[src/rtl/function_table_interp_if.sv]
// Streaming handshake bundle for the table-based function evaluator.
// The master drives samples in and accepts results; the slave is the evaluator.
interface function_table_interp_if #(
  parameter int WIDTH_X   = 8,
  parameter int WIDTH_Y   = 8,
  parameter int WIDTH_TAG = 2
);
  logic                 iValid;
  logic                 oReady;
  logic [WIDTH_X-1:0]   iData;
  logic [WIDTH_TAG-1:0] iTag;
  logic                 oValid;
  logic                 iReady;
  logic [WIDTH_Y-1:0]   oData;
  logic [WIDTH_TAG-1:0] oTag;

  modport master (
    output iValid, iData, iTag, iReady,
    input  oReady, oValid, oData, oTag
  );

  modport slave (
    input  iValid, iData, iTag, iReady,
    output oReady, oValid, oData, oTag
  );
endinterface

[src/rtl/function_table_interp.sv]
// Pipelined function evaluator: coarse constant table of 2^ADDR_BITS+1 samples
// with linear interpolation on the low F = WIDTH_X-ADDR_BITS input bits.
// Three stages (index split, table fetch, multiply-add), a single global
// enable driven by output back-pressure, and a tag carried with each sample.
module function_table_interp #(
  parameter int    WIDTH_X   = 8,
  parameter int    WIDTH_Y   = 8,
  parameter int    ADDR_BITS = 4,
  parameter int    WIDTH_TAG = 2,
  parameter real   SCALE_X   = 1.0,
  parameter real   SCALE_Y   = 1.0,
  parameter string TARGET    = "id"
) (
  input  logic                   iCLK,
  input  logic                   iRST,
  function_table_interp_if.slave bus
);

  localparam int F  = WIDTH_X - ADDR_BITS;
  localparam int RW = (F > 0) ? F : 1;
  localparam int N  = 2 ** ADDR_BITS;
  localparam int PW = WIDTH_Y + F + 2;

  // One table entry: scaled target function, rounded half away from zero,
  // saturated to the signed output range. Unknown targets give all-X.
  function automatic logic signed [WIDTH_Y-1:0] tbl_entry(input int k);
    real x, f, v, rv, lim_hi, lim_lo;
    logic signed [WIDTH_Y-1:0] res;
    x      = SCALE_X * (real'(k) / real'(N) - 0.5);
    lim_hi = real'(2 ** (WIDTH_Y - 1) - 1);
    lim_lo = -lim_hi - 1.0;
    f      = 0.0;
    res    = '0;
    if (TARGET == "id")           f = x;
    else if (TARGET == "sin")     f = $sin(x);
    else if (TARGET == "cos")     f = $cos(x);
    else if (TARGET == "tanh")    f = $tanh(x);
    else if (TARGET == "sigmoid") f = 1.0 / (1.0 + $exp(-x));
    else                          res = 'x;
    if (TARGET == "id" || TARGET == "sin" || TARGET == "cos" ||
        TARGET == "tanh" || TARGET == "sigmoid") begin
      v  = SCALE_Y * lim_hi * f;
      rv = (v >= 0.0) ? $floor(v + 0.5) : -$floor(-v + 0.5);
      if (rv > lim_hi)      res = WIDTH_Y'(2 ** (WIDTH_Y - 1) - 1);
      else if (rv < lim_lo) res = WIDTH_Y'(-(2 ** (WIDTH_Y - 1)));
      else                  res = WIDTH_Y'($rtoi(rv));
    end
    return res;
  endfunction

  // Constant lookup table, fully resolved at elaboration.
  logic signed [WIDTH_Y-1:0] tbl [0:N];
  for (genvar gi = 0; gi <= N; gi++) begin : g_tbl
    assign tbl[gi] = tbl_entry(gi);
  end

  // Offset-binary view of the argument: upper bits index, lower bits fraction.
  logic [WIDTH_X-1:0]   u_w;
  logic [ADDR_BITS-1:0] k_in;
  logic [RW-1:0]        r_in;
  assign u_w  = {~bus.iData[WIDTH_X-1], bus.iData[WIDTH_X-2:0]};
  assign k_in = u_w[WIDTH_X-1 -: ADDR_BITS];
  if (F > 0) begin : g_r_split
    assign r_in = u_w[RW-1:0];
  end else begin : g_r_none
    assign r_in = '0;
  end

  // Pipeline state.
  logic                        v1_q, v1_d;
  logic [ADDR_BITS-1:0]        k1_q, k1_d;
  logic [RW-1:0]               r1_q, r1_d;
  logic [WIDTH_TAG-1:0]        tag1_q, tag1_d;
  logic                        v2_q, v2_d;
  logic signed [WIDTH_Y-1:0]   t2_q, t2_d;
  logic signed [WIDTH_Y:0]     d2_q, d2_d;
  logic [RW-1:0]               r2_q, r2_d;
  logic [WIDTH_TAG-1:0]        tag2_q, tag2_d;
  logic                        ov_q, ov_d;
  logic [WIDTH_Y-1:0]          od_q, od_d;
  logic [WIDTH_TAG-1:0]        ot_q, ot_d;

  logic                        en;
  logic signed [WIDTH_Y-1:0]   y_w;

  assign en         = ~ov_q | bus.iReady;
  assign bus.oReady = en;
  assign bus.oValid = ov_q;
  assign bus.oData  = od_q;
  assign bus.oTag   = ot_q;

  if (F > 0) begin : g_interp
    logic signed [PW-1:0] d_ext, r_ext, prod, acc;
    // Interpolate: base sample plus rounded slope times fraction.
    always_comb begin
      d_ext = PW'(d2_q);
      r_ext = PW'({1'b0, r2_q});
      prod  = d_ext * r_ext;
      acc   = (prod + PW'(2 ** (F - 1))) >>> F;
      y_w   = WIDTH_Y'(PW'(t2_q) + acc);
    end
  end else begin : g_lookup
    // No fraction bits: the table sample is the result.
    always_comb begin
      y_w = t2_q;
    end
  end

  // Next-state for all stages; everything holds when the output is stalled.
  always_comb begin
    v1_d   = v1_q;
    k1_d   = k1_q;
    r1_d   = r1_q;
    tag1_d = tag1_q;
    v2_d   = v2_q;
    t2_d   = t2_q;
    d2_d   = d2_q;
    r2_d   = r2_q;
    tag2_d = tag2_q;
    ov_d   = ov_q;
    od_d   = od_q;
    ot_d   = ot_q;
    if (en) begin
      v1_d   = bus.iValid;
      k1_d   = k_in;
      r1_d   = r_in;
      tag1_d = bus.iTag;
      v2_d   = v1_q;
      t2_d   = tbl[{1'b0, k1_q}];
      d2_d   = (WIDTH_Y + 1)'(tbl[{1'b0, k1_q} + 1'b1]) - (WIDTH_Y + 1)'(tbl[{1'b0, k1_q}]);
      r2_d   = r1_q;
      tag2_d = tag1_q;
      ov_d   = v2_q;
      if (v2_q) begin
        od_d = y_w;
        ot_d = tag2_q;
      end
    end
  end

  // Stage registers; reset drops every in-flight sample at once.
  always_ff @(posedge iCLK or posedge iRST) begin
    if (iRST) begin
      v1_q   <= 1'b0;
      k1_q   <= '0;
      r1_q   <= '0;
      tag1_q <= '0;
      v2_q   <= 1'b0;
      t2_q   <= '0;
      d2_q   <= '0;
      r2_q   <= '0;
      tag2_q <= '0;
      ov_q   <= 1'b0;
      od_q   <= '0;
      ot_q   <= '0;
    end else begin
      v1_q   <= v1_d;
      k1_q   <= k1_d;
      r1_q   <= r1_d;
      tag1_q <= tag1_d;
      v2_q   <= v2_d;
      t2_q   <= t2_d;
      d2_q   <= d2_d;
      r2_q   <= r2_d;
      tag2_q <= tag2_d;
      ov_q   <= ov_d;
      od_q   <= od_d;
      ot_q   <= ot_d;
    end
  end

endmodule
[src/flat_wrapper.sv]
// flat-port wrapper written by rule: the top's interface ports become plain ports
module function_table_interp_flat 
#(
  parameter int    WIDTH_X   = 8,
  parameter int    WIDTH_Y   = 8,
  parameter int    ADDR_BITS = 4,
  parameter int    WIDTH_TAG = 2,
  parameter real   SCALE_X   = 1.0,
  parameter real   SCALE_Y   = 1.0,
  parameter string TARGET    = "  "
)
  (iCLK, iRST, bus_iValid, bus_iData, bus_iTag, bus_iReady, bus_oReady, bus_oValid, bus_oData, bus_oTag);
  function_table_interp_if #(.WIDTH_X(WIDTH_X), .WIDTH_Y(WIDTH_Y), .WIDTH_TAG(WIDTH_TAG)) bus_i ();
  input  logic iCLK;
  input  logic iRST;
  input wire logic [$bits(bus_i.iValid)-1:0] bus_iValid;
  input wire logic [$bits(bus_i.iData)-1:0] bus_iData;
  input wire logic [$bits(bus_i.iTag)-1:0] bus_iTag;
  input wire logic [$bits(bus_i.iReady)-1:0] bus_iReady;
  output wire logic [$bits(bus_i.oReady)-1:0] bus_oReady;
  output wire logic [$bits(bus_i.oValid)-1:0] bus_oValid;
  output wire logic [$bits(bus_i.oData)-1:0] bus_oData;
  output wire logic [$bits(bus_i.oTag)-1:0] bus_oTag;
  assign bus_i.iValid = bus_iValid;
  assign bus_i.iData = bus_iData;
  assign bus_i.iTag = bus_iTag;
  assign bus_i.iReady = bus_iReady;
  assign bus_oReady = bus_i.oReady;
  assign bus_oValid = bus_i.oValid;
  assign bus_oData = bus_i.oData;
  assign bus_oTag = bus_i.oTag;
  function_table_interp #(.WIDTH_X(WIDTH_X), .WIDTH_Y(WIDTH_Y), .ADDR_BITS(ADDR_BITS), .WIDTH_TAG(WIDTH_TAG), .SCALE_X(SCALE_X), .SCALE_Y(SCALE_Y), .TARGET(TARGET)) u_core (.iCLK(iCLK), .iRST(iRST), .bus(bus_i));
endmodule
[config.mk]
export PLATFORM = sky130hd
export DESIGN_NAME = function_table_interp_flat
export DESIGN_NICKNAME = d
export VERILOG_FILES = /design/src/rtl/function_table_interp_if.sv /design/src/rtl/function_table_interp.sv /design/src/flat_wrapper.sv
export SDC_FILE = /design/constraint.sdc
export NUM_CORES = 1
export LEC_CHECK = 0
export BUFFER_PORTS_ARGS = -buffer_cell sky130_fd_sc_hd__buf_2
export CORE_AREA = 2 2 39 41
export DETAILED_ROUTE_END_ITERATION = 10
export DIE_AREA = 0 0 41 43
export MAX_ROUTING_LAYER = met4
export PLACE_DENSITY_LB_ADDON = 0.2
export SYNTH_ARGS = -nofsm -noshare
export SYNTH_HDL_FRONTEND = slang
export SYNTH_SLANG_ARGS = --single-unit
[constraint.sdc]
create_clock -name iCLK -period 3 [get_ports iCLK]
set_input_delay 0.3 -clock iCLK [delete_from_list [all_inputs] [get_ports iCLK]]
set_output_delay 0.3 -clock iCLK [all_outputs]
set_load 0.02 [all_outputs]
==> reports/metrics.csv <==
metric,value,unit
Yosys reg bits,9,
largest area contributor in the netlist,dfrtp_1,
Synth Cell Area,437.9,sq um
Post-synth EDFFs,0,
sw frac,32.17,%
WHS,0.2772,ns
worst min-delay path class,in2reg,
vias in the first global route,241,
final hold violations,0,
synth top area cells,"dfrtp_1 (51%), mux2_2 (15%), buf_4 (14%)",
Filler cells,154,
P per Cell Area,838.3,nW/um^2
post-layout util,35.44,%
Placed Cells incl. Taps,54,
placer's final routability congestion estimate,0.6626,
Vias/cell,3.661,
critical path type,reg2out,
core area,1384,sq um
clock network power share,22.2,%
family with the most delay on the worst path,flip-flops,
share of the synthesized area in the top cell type,51.43,%
first-pass GRT wire length,993,microns
P_int,0.2789,mW
total negative slack,0,ns
drt total wl,599,microns
area delta synth->final,12.00,%
H-Tree Depth,1,
P_leak,0.2499,nW
Post-DP Area,454.2,sq um
Crit. End Element,output port,
CTS Root Cell,clkbuf_4,
Yosys Warn Count,0,
Gate power share,32.9,%
Syn Inst Count,31,
"Max FO, Critical Path",9,
Yosys cell types,10,
CP bufs+invs,1,
drt pass-1 iters,2,
CTS tree,yes,
GRT Total Usage,9.385,%
top-count cell post-synth,dfrtp_1,
most common flop cell mapped by yosys,dfrtp_1,
worst vdd ir,0.3204,mV
ant diodes,0,
row cnt,14,
CTS Buf Count,3,
vias,216,
Net Switching,0.1323,mW
Max-cap violations,0,
I/O pin total,26,
worst path arrival time,0.99,ns
Crit-path slowest cell,dfrtp_1,
Final Cell Area,490.5,sq um
Post-route DRC,0,
clock sinks,9,
ys async rst share,100.0,%
share of post-route cells with drive strength above 1,51.16,%
Initial DRC Count,1,
# nets final,58,
final non-filler cell total,59,
Period minus WS final,1.287,ns
Die Height,43,microns
endpoints failing setup,0,
Setup Skew,0.001841,ns
"critical path, cell by cell",nand2b_4 -> buf_2,
Antenna Nets Post-Route,0,
"Remaining Overflow, GRT",0,
die span in x,41,microns
initial antenna violation count,0,
sequential-to-total area share from yosys stat,51.43,%
routed length per instance,10.15,microns
"Slew Viols, Final",0,
HPWL Detailed,464,microns
"slowest stage delay, CP",0.40,ns
clk_lat worst skew,0.26,ns
# port buffers,9,
RSZ-0062 raised after global routing,no,
Starting Density,31.65,%
CP Launch Type,register,
largest net degree at the start of global routing,10,
Post-synth top cells,"dfrtp_1 (9), buf_4 (8), mux2_2 (6)",
status,"complete, no violations",
clk slew on worst S/H paths,0.06,ns
Avg Inst Size Synth,14.13,sq um
Bufs on Longest Clock Path,2,
Seq pwr share,44.9,%
Worst EP required,2.70,ns
maximum clock rate,0.7770,GHz
die area,1763,sq um
Final period util,42.90,%
-- registers in the layout, indices dropped and copies added (netlist names) --
| signal | cells |
|---|---|
| u_core.tag1_q | 2 |
| u_core.tag2_q | 2 |
| u_core.v1_q | 1 |
| u_core.bus.oValid | 1 |
| u_core.v2_q | 1 |
| u_core.bus.oTag | 2 |
-- cell type report --
class | count | area [sq um] | share of cell area (%)
clock buffer | 4 | 26.28 | 5.357
inverter | 1 | 3.754 | 0.7653
multi-input combinational | 19 | 160.2 | 32.65
sequential | 9 | 225.2 | 45.92
tap | 16 | 20.02 | 4.082
timing repair buffer | 10 | 55.05 | 11.22
-- stage by stage --
stage | setup WS, ns | power, mW
floorplan | 1.829 | 0.3027
global placement | 1.914 | 0.3166
detailed placement | 1.898 | 0.3231
CTS | 1.696 | 0.4182
global route | 1.654 | 0.4409
finish | 1.713 | 0.4112
-- what timing repair did --
item	CTS	global route
buffers inserted	0	0
hold endpoints to repair	9	0
gates resized for setup	0	0
hold buffers	1	0
-- final timing paths --
| path | startpoint | cells past startpoint | slack [ns] | to |
|---|---|---|---|---|
| max in group asynchronous | iRST | 3 | 2.21 | u_core.tag1_q[1] |
| hold / removal | bus_iValid | 2 | 0.28 | u_core.v1_q |
| setup / recovery | u_core.bus.oValid | 2 | 1.71 | bus_oReady |
| setup reg to reg | u_core.bus.oValid | 3 | 1.98 | u_core.bus.oTag[1] |
| hold reg to reg | u_core.bus.oTag[0] | 1 | 0.51 | u_core.bus.oTag[0] |
| min in group asynchronous | iRST | 3 | 0.54 | u_core.tag1_q[0] |
-- routing by layer --
metal	global-route usage, %	wire [microns]
met1	10.74	281
met2	11.56	286
met3	4.712	31
met4	8.000	0
met5	-	0
-- placed cells by master, fill, tap and decap left out, drive strengths merged --
cell type    count
inv              1
or2b             1
mux2             8
buf              9
dlygate4sd3      1
dfrtp            9
clkbuf           4
conb             8
nand2b           1
nand2            1
-- kinds of logic after synthesis --
family	Yosys count	synth area share, %
muxes	8	22.28
other	1	0.8563
and+or+nand+nor	3	7.428
DFF	9	51.43
buffers and inverters	10	18.00
-- power by group through the flow --
stage | clock network [mW] | logic, mW | registers [mW]
final | 0.0913 | 0.135 | 0.185
after global routing | 0.104 | 0.146 | 0.191
after CTS | 0.0959 | 0.137 | 0.185
after detailed placement | 0 | 0.136 | 0.187
after global placement | 0 | 0.132 | 0.185
after floorplan | 0 | 0.0971 | 0.206
Note: power is estimated with default switching activity, not from simulation.
